[config.mk]
export PLATFORM = sky130hd
export DESIGN_NAME = running_remultiplier
export DESIGN_NICKNAME = d
export VERILOG_FILES = /design/src/rtl/running_remultiplier.sv
export SDC_FILE = /design/constraint.sdc
export NUM_CORES = 2
export LEC_CHECK = 0
export ABC_AREA = 1
export BUFFER_PORTS_ARGS = -buffer_cell sky130_fd_sc_hd__buf_2
export CORE_MARGIN = 5
export CORE_UTILIZATION = 30
export DETAILED_ROUTE_END_ITERATION = 10
export PLACE_DENSITY = 0.55
export SLEW_MARGIN = 20
export SYNTH_ARGS = -nofsm -noshare
export SYNTH_HDL_FRONTEND = slang
export SYNTH_SLANG_ARGS = --single-unit
export TNS_END_PERCENT = 50
[constraint.sdc]
create_clock -name clk_in -period 8.84 [get_ports clk_in]
set_input_delay 2.21 -clock clk_in [delete_from_list [all_inputs] [get_ports clk_in]]
set_output_delay 2.21 -clock clk_in [all_outputs]
set_load 0.02 [all_outputs]
[src/rtl/running_remultiplier.sv]
// Rebuilds a = q*n + r from LSB-first block streams using column-wise
// (product-scanning) multiply-accumulate, emitting 2*NUM_BLOCKS result blocks.
module running_remultiplier #(
  parameter int REGISTER_SIZE = 32,
  parameter int NUM_BLOCKS    = 8
) (
  input  logic                     clk_in,
  input  logic                     rst_in,
  input  logic                     valid_in,
  input  logic [REGISTER_SIZE-1:0] q_block_in,
  input  logic [REGISTER_SIZE-1:0] n_block_in,
  input  logic [REGISTER_SIZE-1:0] r_block_in,
  output logic                     ready_out,
  output logic                     valid_out,
  output logic [REGISTER_SIZE-1:0] a_block_out,
  output logic                     last_out
);
  localparam int R  = REGISTER_SIZE;
  localparam int N  = NUM_BLOCKS;
  localparam int IW = (N > 1) ? $clog2(N) : 1;
  localparam int KW = $clog2(2 * N);
  localparam int PW = 2 * R;
  localparam int AW = 2 * R + $clog2(N) + 1;
  localparam logic [KW-1:0] K_LAST = KW'(2 * N - 1);
  localparam logic [KW-1:0] K_N    = KW'(N);
  localparam logic [IW-1:0] I_LAST = IW'(N - 1);

  // Handshake: a block beat transfers on a posedge where valid_in && ready_out;
  // ready_out is high only in IDLE/LOAD. valid_out is a one-cycle pulse per
  // result block with no backpressure; last_out accompanies the final block.
  typedef enum logic [1:0] {IDLE, LOAD, MAC, EMIT} state_t;

  state_t        state;
  logic [IW-1:0] load_idx;
  logic [IW-1:0] term_idx;
  logic [KW-1:0] col;
  logic [KW-1:0] col_next;
  logic [AW-1:0] acc;
  logic [R-1:0]  q_mem [N];
  logic [R-1:0]  n_mem [N];
  logic [R-1:0]  r_mem [N];
  logic          beat;
  logic [IW-1:0] n_idx;
  logic [PW-1:0] prod;
  logic [R-1:0]  r_add;
  logic [AW-1:0] emit_sum;

  // Highest and lowest q index contributing to column c.
  function automatic logic [IW-1:0] col_hi(input logic [KW-1:0] c);
    return (c < K_N) ? IW'(c) : I_LAST;
  endfunction

  function automatic logic [IW-1:0] col_lo(input logic [KW-1:0] c);
    return (c < K_N) ? '0 : IW'(c - KW'(N - 1));
  endfunction

  assign ready_out = (state == IDLE) || (state == LOAD);
  assign beat      = valid_in && ready_out;

  always_comb begin
    col_next = col + KW'(1);
    n_idx    = IW'(col - KW'(term_idx));
    prod     = PW'(q_mem[term_idx]) * PW'(n_mem[n_idx]);
    r_add    = (col < K_N) ? r_mem[IW'(col)] : '0;
    emit_sum = acc + AW'(r_add);
  end

  always_ff @(posedge clk_in) begin
    if (beat) begin
      q_mem[load_idx] <= q_block_in;
      n_mem[load_idx] <= n_block_in;
      r_mem[load_idx] <= r_block_in;
    end
  end

  always_ff @(posedge clk_in) begin
    if (!rst_in) begin
      state       <= IDLE;
      load_idx    <= '0;
      term_idx    <= '0;
      col         <= '0;
      acc         <= '0;
      valid_out   <= 1'b0;
      a_block_out <= '0;
      last_out    <= 1'b0;
    end else begin
      valid_out <= 1'b0;
      last_out  <= 1'b0;
      case (state)
        IDLE, LOAD: begin
          if (beat) begin
            if (load_idx == I_LAST) begin
              load_idx <= '0;
              col      <= '0;
              term_idx <= '0;
              acc      <= '0;
              state    <= MAC;
            end else begin
              load_idx <= load_idx + IW'(1);
              state    <= LOAD;
            end
          end
        end
        MAC: begin
          acc <= acc + AW'(prod);
          if (term_idx == col_hi(col)) state <= EMIT;
          else                         term_idx <= term_idx + IW'(1);
        end
        EMIT: begin
          a_block_out <= emit_sum[R-1:0];
          valid_out   <= 1'b1;
          acc         <= emit_sum >> R;
          if (col == K_LAST) begin
            last_out <= 1'b1;
            col      <= '0;
            state    <= IDLE;
          end else begin
            // The top column has no products, so it skips MAC entirely.
            col      <= col_next;
            term_idx <= col_lo(col_next);
            state    <= (col_next == K_LAST) ? EMIT : MAC;
          end
        end
        default: state <= IDLE;
      endcase
    end
  end
endmodule
==> summary by stage <==
Min path
The end point of the most critical hold path is acc[65]. The startpoint identified for the worst hold timing path is acc[65]. The worst hold path was traced through 2 stages. The worst min-delay path class is reg2reg.

Layout
The post-route netlist has a little over an eighth of its cells at a drive strength greater than 1. After the last flow step, the layout net total stands at 10148. The area growth from synthesis to layout is 16.8%. The count of fill cells added during filler insertion is 25561.

With fillers left out, the area of the finished cells amounts to 0.0872 mm^2.

Die
The overall die area is roughly 0.26 mm^2. The placeable core area is around 0.25 mm^2. The count of boundary I/O pins is between 100 and 150. The cell row count is between 150 and 200. The initial utilization of the core area, before any placement, comes to 30.1%. The die width is 509 um. The vertical die dimension is slightly above 500 um.

Synth
Synthesis inferred approximately 890 register bits. The number of warnings issued by yosys is 0. The share of synthesized flip-flops with an asynchronous set or reset is 0%.

The average footprint of a synthesized cell is approximately 9 um^2. The number of synthesized flops with an enable pin is between 700 and 800. The synthesized netlist occupies a cell area of 0.0747 mm^2. The number of distinct library cell variants in the gate-level netlist after synthesis is 45. Of the synthesized area, sequential elements account for between 30% and 40%. The number of nets produced by synthesis is 9697. The most used flip-flop cell after synthesis is sky130_fd_sc_hd__edfxtp_1. Counting every instance in the synthesized netlist gives between 8000 and 9000.

Global routing
For this run, global-route usage on met1 was measured as 27.8%. The total grt overflow is 0. The met2 track utilization from global routing is approximately 34%. Entering global routing, the biggest net connects 97 pins. The number of global-route vias before repair came to 61229. In the global route stage, overall resource usage came out at 20.6%. The met3 capacity usage during global routing is around 3.1%. The first global-routing pass estimated around 400000 um of wire. The initial antenna violation count is 10. The most used routing layer in global routing is met2.

Placement
The half-perimeter wire length after detailed placement is ~210000 um. In this run the tool buffered the top-level ports with 133 buffer cells. The placed instances occupy a cell area of between 0.08 and 0.09 mm^2. The weighted congestion at the end of routability-driven global placement is about 1.

Timing
Setup violations remaining at the end of the flow were counted as 0. Adding up every negative setup slack in the final design gives 0 ns. The final clock period utilization by the worst path is a little over nine tenths.

The final worst hold slack is roughly 0.53 ns. Setup repair after global routing could not meet its margin everywhere. The final critical delay including setup and external delays is around 8.6 ns. The relative slew slack is ~28%. For the pin with the worst max-slew slack, the measured transition is roughly 1.1 ns. The peak clock frequency supported by timing is 0.116 GHz.

The setup clock skew after layout is a little under 0.06 ns. The count of pins over their slew limit was 0. The number of hold-slack violations in the final timing report came to 0.

Critical path
The worst register-to-register path ends at acc[63]. The worst reg2reg path depth is 36. The worst path arrival time is a little over 9 ns. The delay of the slowest cell on the worst path is between 0.5 and 0.6 ns.

The worst path required time is ~9.4 ns. The start of the worst register-to-register path is col[0]. The worst-case register-to-register setup slack is 0.20 ns.

The startpoint-to-endpoint class of the critical path is reg2reg. The most numerous cell type found on the critical path is sky130_fd_sc_hd__nand2_1. The largest fanout on the critical path is 17. The slowest stage of the critical path belongs to the cell sky130_fd_sc_hd__fa_1. The worst setup path is captured at a flop. The category of the worst setup path launch point is a flop.

Drt
After the first detailed-routing iteration, the DRC count stood at between 5000 and 6000. The detail route stage leaves a number of antenna-violating nets equal to 0. After detailed routing, the total wire length is 268000 um. The detail-routed via count per cell is roughly 4.8.

For this run, the detailed router's first-pass iteration total came to 9. The number of vias in the routed layout is 58965. The routed wire length per instance is 21.9 um. For this run, design rule violations remaining after detail routing come to 0.

Clocking
The number of clock buffers inserted by TritonCTS is 91. For the worst-skew pair, the clock arrives at the later sink with an insertion delay of 0.75 ns. The tree is rooted in a sky130_fd_sc_hd__clkbuf_16. The maximum clock insertion buffer count is 3. The TritonCTS clock tree is built. The total number of clock tree sinks is approximately 890. The post-cts hold buffer count is 0.

After clock tree synthesis, the clock-pin slew on the worst setup and hold paths is ~0.07 ns. In this run the number of H-tree levels came out at 3.

Job
The count of max-cap constraint violations is 0.

Status
The run finished with clean final reports.
## worst max-delay path by stage
| stage | cells past startpoint | to | from | slack, ns |
|---|---|---|---|---|
| finish | 36 | acc[63] | col[0] | 0.20 |
| global route | 41 | acc[61] | col[0] | -0.11 |
| CTS | 42 | acc[51] | col[0] | 0.009 |
| detailed placement | 34 | acc[26] | term_idx[0] | -0.38 |
| global placement | 39 | acc[26] | col[0] | -0.30 |
| floorplan | 42 | acc[43] | col[0] | 0.61 |
## critical path: cells and delay by family, from the launching register on
family | cells | cell delay, ns
AO/OA/AOI/OAI | 4 | 0.80
AND/OR/NAND/NOR | 9 | 0.87
flip-flops | 1 | 0.32
buffers and inverters | 12 | 1.43
adder cells (fa/ha/maj) | 11 | 5.04
## routing by layer
| metal | share of wire (%) | up-vias | wire, um |
|---|---|---|---|
| met5 | 0.016 | - | 42 |
| met4 | 4.3 | 6 | 11400 |
| met3 | 7.0 | 410 | 18900 |
| met2 | 46 | 2120 | 123000 |
| met1 | 43 | 29726 | 115000 |
| li1 | - | 26703 | - |
## registers in the layout, indices dropped and copies added (netlist names), named ones only
register	flops
a_block_out	32
r_mem	256
term_idx	3
q_mem	256
load_idx	3
valid_out	1
col	4
acc	68
state	2
n_mem	256
last_out	1
## cell usage after synthesis, drive strengths merged (4+ instances only)
cell type  instances  share of area, %
o22ai             66              0.55
a32o              56              0.75
a31oi             32              0.27
clkinv            13             0.065
buf              150               1.1
a21oi            286               1.9
nor2             944               4.7
xor2              29              0.36
o221ai             4             0.047
mux2              40              0.60
o21ai            449               3.1
nand4             34              0.28
nor3              38              0.25
xnor2              8             0.094
clkbuf           180              0.91
nand2           1858               9.4
edfxtp           768                31
o21bai             7             0.070
ha               296               5.0
dfxtp            120               3.2
nand3b            19              0.19
or2               11             0.092
a21o               4             0.040
nor4               7             0.059
inv             1718               8.6
fa               964                26
nand3            224               1.5
## placed cells by master (no fill, tap or decap), types with 32 or more instances in the layout
cell                        count
sky130_fd_sc_hd__nor3_1        33
sky130_fd_sc_hd__inv_1       1669
sky130_fd_sc_hd__buf_2        133
sky130_fd_sc_hd__buf_4        482
sky130_fd_sc_hd__ha_1         263
sky130_fd_sc_hd__a31oi_1       32
sky130_fd_sc_hd__a21oi_1      240
sky130_fd_sc_hd__fa_1         949
sky130_fd_sc_hd__a32o_1        56
sky130_fd_sc_hd__clkbuf_16     96
sky130_fd_sc_hd__nand4_1       34
sky130_fd_sc_hd__inv_2         40
sky130_fd_sc_hd__dfxtp_1      115
sky130_fd_sc_hd__nand2_1     1792
sky130_fd_sc_hd__o21ai_0      410
sky130_fd_sc_hd__buf_12        50
sky130_fd_sc_hd__nor2_1       891
sky130_fd_sc_hd__nand2_2       52
sky130_fd_sc_hd__nand3_1      219
sky130_fd_sc_hd__mux2_2        40
sky130_fd_sc_hd__o22ai_1       66
sky130_fd_sc_hd__a21oi_2       39
sky130_fd_sc_hd__edfxtp_1     768
## timing repair
| item | 4_1_cts | 5_1_grt |
|---|---|---|
| gates resized for setup | 30 | 307 |
| gates cloned | 0 | 2 |
| setup buffers | 0 | 6 |
| pin swaps | 0 | 34 |
| setup endpoints to repair | 27 | 54 |
## area by class of cell
class | count | area [um^2] | share of cell area (%)
flip-flops and latches | 888 | 25500 | 29.2
repair buffers | 688 | 5580 | 6.40
multi-input cells | 5389 | 42400 | 48.7
inverters | 1731 | 6530 | 7.48
well taps | 3330 | 4170 | 4.78
clock buffers | 119 | 2500 | 2.86
diodes | 6 | 15.0 | 0.0172
clock inverters | 51 | 514 | 0.590
## kinds of logic (layout without fill, tap and decap cells)
group	Yosys count	count (layout)	synth area share, %
AND/OR/NAND/NOR	3136	3136	16.5
buffers and inverters	2061	2589	10.7
adder cells (fa/ha/maj)	1260	1260	30.8
AO/OA/AOI/OAI	916	916	6.83
flip-flops	888	888	34.1
multiplexers	40	40	0.603
XOR/XNOR	37	37	0.454
other	0	6	0
## stage by stage
step	utilization (%)	instances	setup slack (ns)
2_1_floorplan	-	8338	0.611
3_3_place_gp	33.4	12018	-0.298
3_5_place_dp	33.4	12018	-0.379
4_1_cts	34.6	12188	0.00883
5_1_grt	35.1	12197	-0.115
6_report	35.1	12202	0.203
Power is left out: the tool's default activity adds up to more than one toggle a clock period on the data nets, which glitch-free logic cannot reach.
